**src/rtl/wb_port_arbiter.sv**
```systemverilog
// wb_port_arbiter
//   Shares the single register-file write port between two writeback sources:
//   A (in-order ALU pipeline) and B (long-latency load/mul/div unit). Keeps a
//   pending-write scoreboard of B destinations and raises an issue stall on
//   RAW/WAW hazards against in-flight B operations.
//
//   Optional feature macro: WB_RR_EN
//     defined   : round-robin arbitration on a tie (A wins the first tie after reset)
//     undefined : fixed priority, B beats A on a tie
//
// Ports
//   clk_i, rst_ni             clock (rising edge), asynchronous active-low reset
//   a_valid_i/a_index_i/a_data_i, a_ready_o   source A write request / grant
//   b_valid_i/b_index_i/b_data_i, b_ready_o   source B write request / grant
//   iss_valid_i, iss_long_i, iss_rd_en_i, iss_rd_index_i,
//   rs1_index_i, rs2_index_i, iss_stall_o     issue-stage hazard check
//   rd_en_o, rd_index_o, rd_data_o            registered regfile write port
//   pending_o                                 scoreboard bitmap (bit 0 always 0)
//   conflict_cnt_o                            saturating count of tie cycles
module wb_port_arbiter #(
  parameter int unsigned XLEN    = 64,
  parameter int unsigned IDX_W   = 5,
  parameter int unsigned REG_NUM = 32,
  parameter int unsigned CNT_W   = 16
) (
  input  logic               clk_i,
  input  logic               rst_ni,
  input  logic               a_valid_i,
  input  logic [IDX_W-1:0]   a_index_i,
  input  logic [XLEN-1:0]    a_data_i,
  output logic               a_ready_o,
  input  logic               b_valid_i,
  input  logic [IDX_W-1:0]   b_index_i,
  input  logic [XLEN-1:0]    b_data_i,
  output logic               b_ready_o,
  input  logic               iss_valid_i,
  input  logic               iss_long_i,
  input  logic               iss_rd_en_i,
  input  logic [IDX_W-1:0]   iss_rd_index_i,
  input  logic [IDX_W-1:0]   rs1_index_i,
  input  logic [IDX_W-1:0]   rs2_index_i,
  output logic               iss_stall_o,
  output logic               rd_en_o,
  output logic [IDX_W-1:0]   rd_index_o,
  output logic [XLEN-1:0]    rd_data_o,
  output logic [REG_NUM-1:0] pending_o,
  output logic [CNT_W-1:0]   conflict_cnt_o
);

  logic               tie;
  logic               a_wins_tie;
  logic               grant_a;
  logic               grant_b;
  logic               rd_en_d, rd_en_q;
  logic [IDX_W-1:0]   rd_index_d, rd_index_q;
  logic [XLEN-1:0]    rd_data_d, rd_data_q;
  logic [REG_NUM-1:0] pending_d, pending_q;
  logic [REG_NUM-1:0] set_mask, clr_mask;
  logic [CNT_W-1:0]   cnt_d, cnt_q;
  logic               stall;

  assign tie = a_valid_i & b_valid_i;

`ifdef WB_RR_EN
  // 1 = B was granted last; reset to B so A takes the first tie.
  logic last_b_d, last_b_q;

  assign a_wins_tie = last_b_q;

  always_comb begin
    last_b_d = last_b_q;
    if (grant_b) begin
      last_b_d = 1'b1;
    end else if (grant_a) begin
      last_b_d = 1'b0;
    end
  end

  always_ff @(posedge clk_i or negedge rst_ni) begin
    if (!rst_ni) begin
      last_b_q <= 1'b1;
    end else begin
      last_b_q <= last_b_d;
    end
  end
`else
  assign a_wins_tie = 1'b0;
`endif

  // Grants are combinational and forced low while reset is asserted.
  assign grant_a = rst_ni & a_valid_i & (~b_valid_i | a_wins_tie);
  assign grant_b = rst_ni & b_valid_i & (~a_valid_i | ~a_wins_tie);

  assign a_ready_o = grant_a;
  assign b_ready_o = grant_b;

  // No bypass: a bit being cleared this cycle still stalls this cycle.
  assign stall = iss_valid_i & (pending_q[rs1_index_i] | pending_q[rs2_index_i] |
                                (iss_rd_en_i & pending_q[iss_rd_index_i]));
  assign iss_stall_o = stall;

  // Write-port next state; index 0 completes the handshake but never writes.
  always_comb begin
    rd_en_d    = 1'b0;
    rd_index_d = rd_index_q;
    rd_data_d  = rd_data_q;
    if (grant_a) begin
      rd_en_d    = |a_index_i;
      rd_index_d = a_index_i;
      rd_data_d  = a_data_i;
    end else if (grant_b) begin
      rd_en_d    = |b_index_i;
      rd_index_d = b_index_i;
      rd_data_d  = b_data_i;
    end
  end

  // Scoreboard: set applied after clear so a same-index new op wins.
  always_comb begin
    set_mask = '0;
    clr_mask = '0;
    if (grant_b && (b_index_i != '0)) begin
      clr_mask[b_index_i] = 1'b1;
    end
    if (iss_valid_i && iss_long_i && iss_rd_en_i && !stall && (iss_rd_index_i != '0)) begin
      set_mask[iss_rd_index_i] = 1'b1;
    end
    pending_d    = (pending_q & ~clr_mask) | set_mask;
    pending_d[0] = 1'b0;
  end

  always_comb begin
    cnt_d = cnt_q;
    if (tie && (cnt_q != {CNT_W{1'b1}})) begin
      cnt_d = cnt_q + 1'b1;
    end
  end

  always_ff @(posedge clk_i or negedge rst_ni) begin
    if (!rst_ni) begin
      rd_en_q    <= 1'b0;
      rd_index_q <= '0;
      rd_data_q  <= '0;
      pending_q  <= '0;
      cnt_q      <= '0;
    end else begin
      rd_en_q    <= rd_en_d;
      rd_index_q <= rd_index_d;
      rd_data_q  <= rd_data_d;
      pending_q  <= pending_d;
      cnt_q      <= cnt_d;
    end
  end

  assign rd_en_o        = rd_en_q;
  assign rd_index_o     = rd_index_q;
  assign rd_data_o      = rd_data_q;
  assign pending_o      = pending_q;
  assign conflict_cnt_o = cnt_q;

endmodule

```
**config.mk**
```make
export PLATFORM = sky130hd
export DESIGN_NAME = wb_port_arbiter
export DESIGN_NICKNAME = d
export VERILOG_FILES = /design/src/rtl/wb_port_arbiter.sv
export SDC_FILE = /design/constraint.sdc
export NUM_CORES = 1
export LEC_CHECK = 0
export BUFFER_PORTS_ARGS = -buffer_cell sky130_fd_sc_hd__buf_2
export CAP_MARGIN = 20
export CORE_MARGIN = 4
export CORE_UTILIZATION = 35
export CTS_CLUSTER_DIAMETER = 80
export DETAILED_ROUTE_END_ITERATION = 7
export PLACE_DENSITY = 0.71
export SYNTH_ARGS = -nofsm -noshare
export SYNTH_HDL_FRONTEND = slang
export SYNTH_SLANG_ARGS = --single-unit
export TNS_END_PERCENT = 20
```
**constraint.sdc**
```tcl
create_clock -name clk_i -period 6.3 [get_ports clk_i]
set_input_delay 0 -clock clk_i [delete_from_list [all_inputs] [get_ports clk_i]]
set_output_delay 0 -clock clk_i [all_outputs]
set_load 0.01 [all_outputs]
```
After elaboration in Yosys (flattened, before gate mapping)
Index checks and enable logic that the tools add are counted.

storage, ports and cells
  register bits = 117
  input bits = 160
  output and inout port bits = 121

operators by class
  add/subtract/negate cells = 1
  magnitude comparators = 6
  eq/ne operators = 1
  multiplexer cells = 18
  bitwise logic cells = 12
  reductions and logical operators = 14

operators by type and width
  operator                 number
  $mux W64                 2
  $mux W32                 2
  $and A32 B32 Y32         1
  $not A32 Y32             1
  $or A32 B32 Y32          1
  $lt A5 B6 Y1 const B     4
  $add A16 B1 Y16 const B  1
  $ne A16 B16 Y1 const B   1
  $bmux W1 S5              3
  $demux W1 S5             2
  $ge A5 B1 Y1 const B     2
  $mux W5                  2
  $reduce_bool A5 Y1       2
  $reduce_or A5 Y1         2
  $logic_and A1 B1 Y1      8
  $mux W1                  7
  $and A1 B1 Y1            6
  $or A1 B1 Y1             2
  $reduce_bool A2 Y1       1
  $logic_not A1 Y1         1
  $not A1 Y1               1

Depth between registers and ports, before layout
  word-level depth = 10
  depth in mapped cells = 9
  mapped depth without buffers = 7

Least setup slack after synthesis
No wires, ideal clock.

  kind = register to register
  start point = register pending_q[24], in the netlist pending_o[24]
  end point = register pending_q[11], in the netlist pending_o[11]
  library setup time = 110 ps
  arrival = 2,165 ps
  setup slack = 4,025 ps
  stages on the path, launching flop included = 8
  path through = dfrtp_1 mux2_4 a22o_1 a2111oi_4 a21oi_2 o41a_4 buf_6 o41ai_1

between the ends
  longest elaborated chain between the ends = 10
  elaborated cells on any way between the ends = 15

RTL lines
  element                                               RTL line  RTL
  from (decl)                                           57        logic [REG_NUM-1:0] pending_d, pending_q;
  from (signal assigned)                                150       pending_q <= pending_d;
  $bmux W1 S5, on equally long branches                 98, 99
  $mux W1, on equally long branches                     98, 99
  $or A1 B1 Y1 / $and A1 B1 Y1 (equally long branches)  98, 99
  $or A1 B1 Y1 *                                        98        assign stall = iss_valid_i & (pending_q[rs1_index_i] | pending_q[rs2_index_i] |
  $and A1 B1 Y1 *                                       98
  $logic_not A1 Y1 *                                    125       if (iss_valid_i && iss_long_i && iss_rd_en_i && !stall && (iss_rd_index_i != '0)) begin
  $logic_and A1 B1 Y1 * (2 in series)                   125
  $mux W32 *                                            125
  $or A32 B32 Y32 *                                     128       pending_d = (pending_q & ~clr_mask) | set_mask;
  via pending_d[11]                                     57

Mark *: on every way through the listed nets, which the timed path passes. The rest lies on a longest branch. The select of a mux whose other input is x is not followed.
A chain may end at the register's enable or synchronous reset.

Worst setup path in the final report
  start point = input rst_ni
  end point = register rd_en_q, in the netlist rd_en_o

between the ends
  longest elaborated chain between the ends = 3
  elaborated cells on any way between the ends = 5

RTL lines
  element                                          RTL line  RTL
  from (decl)                                      27        input logic rst_ni,
  $and A1 B1 Y1, on equally long branches          92, 91
  $mux W1 / $and A1 B1 Y1 (equally long branches)  111, 91
  $mux W1 *                                        107       if (grant_a) begin
  via rd_en_d                                      54        logic rd_en_d, rd_en_q;
  to (signal assigned)                             147       rd_en_q <= rd_en_d;
  to (decl)                                        54

Mark *: on every way through the listed nets, which the timed path passes. The rest lies on a longest branch.

==> impl_metrics.tcl <==
set metrics [dict create \
    status "completed" \
    yosysWarnings 0 \
    final.setup.worst_slack_ns 3.31 \
    preCtsSetupSlack_ns 3.51 \
    clock_latency_ns 0.41 \
    finalWeightedCongestion 0.931 \
    setup_viol 0 \
    cts.htree.levels 4 \
    whs_ns 0.0250 \
    critPathMaxFanout 84 \
    synth_ff_type "dfrtp_1" \
    start_util 0.358 \
    synth_common_cells "139 x a22o_1, 117 x dfrtp_1, 40 x clkbuf_1, 34 x o21ai_0, 30 x o41ai_1" \
    cts_buffer_depth 2 \
    synth-edff-count 0 \
    synth_area_per_cell_um2 11.4 \
    track_usage 0.241 \
    netlist.top_cell.by_area "dfrtp_1" \
    slew_headroom 0.482 \
    die_w_um 141 \
    cts_buffers 17 \
    wl_per_cell_um 20.9 \
    finalMaxSlewViolations 0 \
    vdd_ir_drop_max_v 0.000176 \
    yosysUniqueCellTypes 50 \
    design_area_um2 9690 \
    drt_iter0_drc 538 \
    finalHoldViolCount 0 \
    die_y_um 141 \
    worst_slew_pin_slew_ns 0.776 \
    synthesis.nets 708 \
    dp_hpwl_um 15600 \
    async_flop_share 1.00 \
    netlist_instances 547 \
    yosysMostFrequentCell "a22o_1" \
    nets 1093 \
    ant_nets 0 \
    dr_total_vias 6714 \
    ys_seq_area_frac 0.471 \
    dr.pass1.iters 5 \
    dieArea_um2 19900 \
    cp-start-kind "input port" \
    r2r-end "pending_o[19]$_DFF_PN0_" \
    drv_cap 0 \
    worstPathArrival_ns 3.34 \
    yosysTopAreaCellShare 0.471 \
    io_pins 281 \
    cts_tree "yes" \
    synth_area_leaders "dfrtp_1 47%, a22o_1 20%, mux4_2 5.4%" \
    crit_end "rd_en_o$_DFF_PN0_" \
    hp-class "in -> reg" \
    final_util 0.559 \
    critPathLaunch "rst_ni" \
    final_cells 1169 \
    min_period_ns 2.99 \
    antenna_found_initial 0 \
    placed_cell_area_um2 7710 \
    rr_startpoint "pending_o[20]$_DFF_PN0_" \
    syn2layout_area_growth_pct 56.1 \
    grt_max_degree 85 \
    endpoint_kind "flip-flop" \
    power_mw 2.58 \
    leakagePower_nw 4.73 \
    cts_setup_buffers 0 \
    grt_overflow 0 \
    cts.sink_count 117 \
    path_class "in -> reg" \
    row_count 48 \
    r2r_slack_ns 3.66 \
    wirelength_um 24400 \
    drive_above_1_share 0.363 \
    diodes 0 \
    fin_crit_sh 0.475 \
    ctsResizeCount 0 \
    drc_errors 0 \
    dp_cells 1001 \
    synth-seq-cells 117 \
    avgViaCountPerCell 5.74 \
    power_density_nw_per_um2 266 \
    fin_skew_ns 0.00788 \
    cts-root-buf "clkbuf_16" \
    numPortBuffers 279 \
    reg2reg_depth 7 \
    fmax_mhz 334 \
    grt_pass1_vias 6875 \
    clk_pin_slew_ns 0.06 \
    grt_pass1_wl_um 37800 \
    finalSetupTns_ns 0 \
    cp.required_ns 6.64 \
    core_um2 17400 \
    synth.cell_area_um2 6210 \
    grt_setup_unrepaired "false" \
]
registers in the layout (all words and copies together) (netlist names):
| name | cells |
|---|---|
| conflict_cnt_o | 16 |
| pending_o | 31 |
| rd_data_o | 64 |
| rd_en_o | 1 |
| rd_index_o | 5 |
timing repair:
action,CTS,global route
endpoints found under the setup margin,0,0
hold buffers,136,0
hold endpoints to repair,128,0
metal layers:
metal / up-vias / part of all wire / global-route usage
li1: 2944 / - / -
met1: 3285 / 0.37 / 0.280
met2: 421 / 0.50 / 0.416
met3: 64 / 0.083 / 0.0566
met4: 0 / 0.047 / 0.120
met5: - / 0 / 0
worst max-delay path, cell delays in order:
cell,delay [ns]
dlygate4sd3_1,0.54
buf_6,0.51
buf_4,0.62
and2_1,0.27
o21ai_0,0.10
dlygate4sd3_1,0.55
o21ai_0,0.06
dlygate4sd3_1,0.56
how the worst min path moves through the flow:
stage	startpoint	to	slack, ns	depth (start not counted)
after CTS	b_index_i[1]	rd_index_o[1]$_DFFE_PN0P_	0.007	3
after detailed placement	rst_ni	pending_o[8]$_DFF_PN0_	0.08	1
final	b_index_i[1]	rd_index_o[1]$_DFFE_PN0P_	0.02	3
after global placement	rst_ni	pending_o[4]$_DFF_PN0_	0.08	1
after floorplan	rst_ni	conflict_cnt_o[0]$_DFFE_PN0P_	-0.30	0
after global routing	b_index_i[0]	rd_index_o[0]$_DFFE_PN0P_	0.05	3
cell usage in the layout, fill, tap and decap left out, drive strengths merged, types with 4 or more instances in the layout:
master       count
mux2i           16
inv             10
nor2b            7
a22o           139
xnor2           13
nand3b           7
mux2             4
dlygate4sd3    136
mux4            15
clkbuf          18
nor3             8
o21ai           35
nand4            7
nand2b           4
dfrtp          117
nand2           25
nand3           16
buf            285
o41ai           31
nor2            14
layout make-up:
type,instances,area [µm²]
sequential,117,2930
fill,1422,7660
clock inverter,13,171
multi-input combinational,370,3040
tap,225,282
timing repair buffer,421,2820
inverter,5,18.8
clock buffer,18,439
cell families (layout without fill, tap and decap cells):
| group | after synthesis | count (layout) | synth area share |
|---|---|---|---|
| buffers and inverters | 60 | 457 | 0.0425 |
| muxes | 35 | 35 | 0.0880 |
| xor gates and xnor gates | 15 | 15 | 0.0211 |
| AOI/OAI and AO/OA | 216 | 216 | 0.289 |
| adders and majority gates | 1 | 1 | 0.00201 |
| and+or+nand+nor | 102 | 102 | 0.0856 |
| other | 1 | 1 | 0.000604 |
| DFF | 117 | 117 | 0.471 |
power breakdown:
group          internal [mW]  switching, mW  leakage (nW)
clock                  0.637          0.365         0.294
combinational          0.315          0.314          2.94
sequential             0.850         0.0944          1.50
total                   1.80          0.774          4.73
No activity file was read; power rests on OpenSTA's default activity.
